<file path="config.mk">
export PLATFORM = sky130hd
export DESIGN_NAME = instr_fetch
export DESIGN_NICKNAME = d
export VERILOG_FILES = /design/src/rtl/mpp_pkg.sv /design/src/rtl/fetch_fifo.sv /design/src/rtl/instr_fetch.sv
export SDC_FILE = /design/constraint.sdc
export NUM_CORES = 1
export LEC_CHECK = 0
export ABC_AREA = 1
export CAP_MARGIN = 20
export CORE_UTILIZATION = 58
export DETAILED_ROUTE_END_ITERATION = 8
export MAX_ROUTING_LAYER = met4
export PLACE_DENSITY = 0.91
export SYNTH_ARGS = -nofsm -noshare
export SYNTH_HDL_FRONTEND = slang
export SYNTH_SLANG_ARGS = --single-unit
</file>
<file path="constraint.sdc">
create_clock -name clk -period 5.2 [get_ports clk]
set_clock_uncertainty 0.15 [all_clocks]
set_input_delay 0.78 -clock clk [delete_from_list [all_inputs] [get_ports clk]]
set_output_delay 0.78 -clock clk [all_outputs]
set_load 0.02 [all_outputs]
</file>
<file path="src/rtl/mpp_pkg.sv">
// Shared definitions for the mpp fetch/decode path: fetch FSM states and
// the opcode values that both fetch and ctrl_module decoding rely on.
package mpp_pkg;

    typedef enum logic [0:0] {
        FETCH_RUN    = 1'b0,
        FETCH_HALTED = 1'b1
    } fetch_state_e;

    localparam logic [7:0] NOP_OP  = 8'h00;
    localparam logic [7:0] HALT_OP = 8'hFF;

endpackage

</file>
<file path="src/rtl/fetch_fifo.sv">
// Two-entry FIFO with flush; entry 0 is always the head, so the consumer
// sees registered data with no read-pointer mux.
module fetch_fifo #(
    parameter int W = 16
) (
    input  logic         clk,
    input  logic         rst_n,
    input  logic         i_push,
    input  logic         i_pop,
    input  logic         i_flush,
    input  logic [W-1:0] i_data,
    output logic [1:0]   o_count,
    output logic [W-1:0] o_head
);

    logic [W-1:0] r_e0;
    logic [W-1:0] r_e1;
    logic [1:0]   r_count;
    logic         w_pop;
    logic         w_push;

    // Qualify requests so an empty pop or a full push can never corrupt state
    always_comb begin
        w_pop  = i_pop && (r_count != 2'd0);
        w_push = i_push && ((r_count != 2'd2) || w_pop);
    end

    // Storage and occupancy; flush wins over any push/pop in the same cycle
    always_ff @(posedge clk or negedge rst_n) begin
        if (!rst_n) begin
            r_e0    <= {W{1'b0}};
            r_e1    <= {W{1'b0}};
            r_count <= 2'd0;
        end else if (i_flush) begin
            r_count <= 2'd0;
        end else begin
            case ({w_push, w_pop})
                2'b10: begin
                    if (r_count == 2'd0) r_e0 <= i_data;
                    else                 r_e1 <= i_data;
                    r_count <= r_count + 2'd1;
                end
                2'b01: begin
                    r_e0    <= r_e1;
                    r_count <= r_count - 2'd1;
                end
                2'b11: begin
                    if (r_count == 2'd1) begin
                        r_e0 <= i_data;
                    end else begin
                        r_e0 <= r_e1;
                        r_e1 <= i_data;
                    end
                end
                default: r_count <= r_count;
            endcase
        end
    end

    assign o_count = r_count;
    assign o_head  = r_e0;

endmodule

</file>
<file path="src/rtl/instr_fetch.sv">
// Instruction fetch/issue unit: prefetches program bytes from synchronous
// memory into a 2-entry buffer and hands them to ctrl_module over valid/ready.
module instr_fetch
    import mpp_pkg::*;
#(
    parameter int         ADDR_W      = 8,
    parameter logic [7:0] HALT_OPCODE = HALT_OP,
    parameter logic [7:0] NOP_OPCODE  = NOP_OP
) (
    input  logic              clk,
    input  logic              rst_n,
    output logic              mem_rd_en,
    output logic [ADDR_W-1:0] mem_addr,
    input  logic [7:0]        mem_rdata,
    output logic [7:0]        instr_out,
    output logic [ADDR_W-1:0] instr_pc,
    output logic              instr_valid,
    input  logic              instr_ready,
    input  logic              redirect_en,
    input  logic [ADDR_W-1:0] redirect_addr,
    output logic              halted
);

    localparam int ENTRY_W = 8 + ADDR_W;

    fetch_state_e        r_state;
    logic [ADDR_W-1:0]   r_pc;
    logic [ADDR_W-1:0]   r_rd_addr;
    logic                r_inflight;

    logic [1:0]          w_count;
    logic [ENTRY_W-1:0]  w_head;
    logic                w_run;
    logic                w_valid;
    logic                w_pop;
    logic                w_halt_pop;
    logic                w_issue;
    logic                w_push;
    logic                w_flush;
    logic [2:0]          w_occ;

    // Handshake, issue and flush decisions for the current cycle
    always_comb begin
        w_run      = (r_state == FETCH_RUN);
        w_valid    = w_run && (w_count != 2'd0) && !redirect_en;
        w_pop      = w_valid && instr_ready;
        w_halt_pop = w_pop && (w_head[ENTRY_W-1 -: 8] == HALT_OPCODE);
        w_occ      = {1'b0, w_count} + {2'b00, r_inflight};
        // rst_n gating keeps the strobe low while reset is held
        w_issue    = rst_n && w_run && !redirect_en &&
                     (w_occ < (3'd2 + {2'b00, w_pop}));
        w_push     = w_run && r_inflight && !redirect_en && !w_halt_pop;
        w_flush    = redirect_en || w_halt_pop;
    end

    fetch_fifo #(
        .W (ENTRY_W)
    ) u_fifo (
        .clk     (clk),
        .rst_n   (rst_n),
        .i_push  (w_push),
        .i_pop   (w_pop),
        .i_flush (w_flush),
        .i_data  ({mem_rdata, r_rd_addr}),
        .o_count (w_count),
        .o_head  (w_head)
    );

    // PC, in-flight tracking and RUN/HALTED state
    always_ff @(posedge clk or negedge rst_n) begin
        if (!rst_n) begin
            r_state    <= FETCH_RUN;
            r_pc       <= {ADDR_W{1'b0}};
            r_rd_addr  <= {ADDR_W{1'b0}};
            r_inflight <= 1'b0;
        end else if (redirect_en) begin
            r_state    <= FETCH_RUN;
            r_pc       <= redirect_addr;
            r_inflight <= 1'b0;
        end else begin
            case (r_state)
                FETCH_RUN: begin
                    if (w_issue) begin
                        r_pc      <= r_pc + {{(ADDR_W-1){1'b0}}, 1'b1};
                        r_rd_addr <= r_pc;
                    end
                    // a read issued alongside the halt pop is abandoned
                    r_inflight <= w_issue && !w_halt_pop;
                    if (w_halt_pop) r_state <= FETCH_HALTED;
                end
                FETCH_HALTED: r_inflight <= 1'b0;
                default: begin
                    r_state    <= FETCH_RUN;
                    r_inflight <= 1'b0;
                end
            endcase
        end
    end

    assign mem_rd_en   = w_issue;
    assign mem_addr    = r_pc;
    assign instr_valid = w_valid;
    assign instr_out   = (w_count != 2'd0) ? w_head[ENTRY_W-1 -: 8] : NOP_OPCODE;
    assign instr_pc    = (w_count != 2'd0) ? w_head[ADDR_W-1:0] : {ADDR_W{1'b0}};
    assign halted      = (r_state == FETCH_HALTED);

endmodule

</file>
==> results.toml <==
[sta]
finalHoldViolations = 0
slew_headroom_pct = 55.68
setup-tns-final_ns = 0
slew_violations = 0
fin_crit_sh_pct = 80.00
tightest_slew_ns = 0.6648
rsz0062_at_grt = "false"
setup_viol = 0
hold_ws_ns = 0.3370
period_minus_slack_ns = 4.160
setup_slack_ns = 1.040
fmax_mhz = 240.4

[die]
io_pins = 47
dieArea_mm2 = 0.005569
initial_core_util_pct = 59.90
die_w_um = 74.63
dieHeight_um = 74.63
rows = 26
core_area_mm2 = 0.005107

[yosys]
ys.flop_type = "dfrtp_1"
synth_xor_area_share_pct = 1.431
synth_top_cells_by_count = "nand2_1, dfrtp_1, inv_1, nand3_1, nor2_1"
synth_edf_count = 0
post-synth-top-count-cell = "nand2_1"
synthAdderAreaFrac_pct = 2.454
yosysTopAreaCellShare_pct = 42.54
synth_compound_area_share_pct = 4.294
ys_warn_count = 0
synth-async-reset-ratio_pct = 100.0
muxShareOfSynthArea_pct = 0
syn_nets = 465
synth_top_family_by_area = "simple AND/OR/NAND/NOR gates"
synth-simple-area-share_pct = 41.55
ys_top_cells_by_area = "dfrtp_1, nand2_1, nand3_1, inv_1, nor2_1"
synthesis.area_mm2 = 0.003059
avgSynthCellArea_um2 = 6.969
synth_cell_types = 31
ys_seq_area_share_pct = 42.54
ys_ff_latch = 52
synth.largest_area_cell = "dfrtp_1"
synthCells = 439

[routing]
wire_per_inst_um = 12.41
vias_per_cell = 5.215
dr.pass1.iters = 4
remaining_drc_errors = 0
routed_wl_um = 6811
vias = 2863
ant_nets = 0
drtIter0Drc = 378

[placed_design]
gp_congestion = 0.8800
io_buffers = 46
pre_cts_slack_ns = 1.053
hpwl_um = 4657

[grt]
grt_pass1_vias = 2536
grt_pass1_wl_um = 11200
antenna_found_initial = 0
grt-ovfl-total = 0
grt_start_max_net_pins = 53
grt_usage_pct = 27.41

[finish]
area_delta_synth_final_pct = 18.69
nets = 504
drive_gt1_share_pct = 7.098
num_antenna_cells = 0

[clock_tree]
insertion_delay_ns = 0.31
cts.htree.levels = 2
cts_resized = 0
cts_setup_buffers = 0
cts.clk_slew.worst_paths_ns = 0.09
cts.sinks = 52
cts_made_buffers = 5
ctsRootBufferMaster = "clkbuf_8"
holdBufCountCts = 0
cts_tree = "built"
cts_buffer_depth = 2

[worst_setup_path]
crit_path_end_kind = "output port"
path_max_fanout = 27
crit_arrival_ns = 3.23
critPathKind = "input port to output port"
crit_required_ns = 4.27
start_kind = "input port"

[job]
drv_cap = 0

[power_and_ir_drop]
swShare_pct = 37.30
seqPwrFrac_pct = 45.9
clkPwrFrac_pct = 19.8
leakage_nw = 1.886
pwr-share-comb_pct = 34.3
ir_worst_vdd_uv = 155.0
power.internal_mw = 0.8875
pwr_density_cell_mw_per_mm2 = 389.9
p_sw_mw = 0.5280

[status]
status = "finished clean"

[worst_hold_path]
hold_class = "flip-flop to flip-flop"
[area by class of cell]
type	instances	area (µm²)
tap	70	87.58
clock inverter	3	42.54
inverter	35	131.4
clock buffer	5	68.82
timing repair buffer	49	478.0
fill	437	1476
multi-input combinational	335	1521
sequential	52	1301
[stage by stage]
stage	cells	area, µm²	utilization, %	power (mW)
final	549	3631	71.09	1.416
after global routing	549	3631	71.09	1.517
after floorplan	439	3059	-	0.9680
after CTS	549	3631	71.09	1.418
after detailed placement	541	3520	68.91	1.140
after global placement	541	3520	68.91	1.111
[final timing paths]
path	startpoint	endpoint	slack, ns	cells after the start
hold / removal	u_fifo.o_head[0]	u_fifo.o_head[0]	0.34	2
hold reg to reg	u_fifo.o_head[0]	u_fifo.o_head[0]	0.34	2
max in group asynchronous	rst_n	u_fifo.r_e1[14]	3.99	2
setup reg to reg	u_fifo.o_count[0]	u_fifo.o_head[8]	2.26	11
min in group asynchronous	rst_n	u_fifo.r_e1[9]	0.49	2
setup / recovery	redirect_en	mem_rd_en	1.04	9
[layout by cell type, fill, tap and decap left out, types with 2 or more instances in the layout]
cell / n
dfrtp_1: 52
inv_1: 33
nor3_1: 2
o211ai_2: 4
inv_2: 2
clkbuf_8: 5
clkdlybuf4s50_1: 45
o21ai_2: 2
nand3_1: 31
ha_1: 6
o21ai_0: 2
nor2_4: 2
o21ai_1: 5
nor2_2: 3
nand2_1: 234
nand3_2: 2
buf_4: 3
nand4_1: 3
nor2_1: 24
xor2_1: 4
nand2_2: 3
[registers in the layout, summed over array words and instances (netlist names)]
name	cells
u_fifo.o_count	2
r_inflight	1
u_fifo.r_e1	16
mem_addr	8
r_rd_addr	8
halted	1
u_fifo.o_head	16
[layer usage]
metal | vias up | GRT usage [%] | part of all wire, %
li1 | 1425 | - | -
met1 | 1339 | 34.15 | 43
met2 | 90 | 46.15 | 50
met3 | 9 | 4.552 | 6.4
met4 | 0 | 7.757 | 0.94
met5 | - | - | 0
[worst max-delay path, cell delays in order]
cell and delay, ns:
clkdlybuf4s50_1 0.66, nor2_2 0.26, nand3_2 0.08, buf_4 0.23
o21ai_2 0.15, nand3_2 0.07, buf_4 0.24, inv_2 0.14
clkdlybuf4s50_1 0.62
[cells by family after synthesis]
group / after synthesis
AO/OA/AOI/OAI: 16
XOR/XNOR: 5
adder cells (fa/ha/maj): 6
buffers and inverters: 52
flip-flops: 52
AND/OR/NAND/NOR: 308
[power by group through the flow]
stage               registers (mW)  logic (mW)  clock network (mW)
floorplan                    0.641       0.327                   0
global placement             0.644       0.467                   0
detailed placement           0.655       0.485                   0
CTS                          0.648       0.488               0.282
global route                 0.671       0.548               0.299
finish                       0.650       0.486               0.280
(Power assumes the default switching activity.)
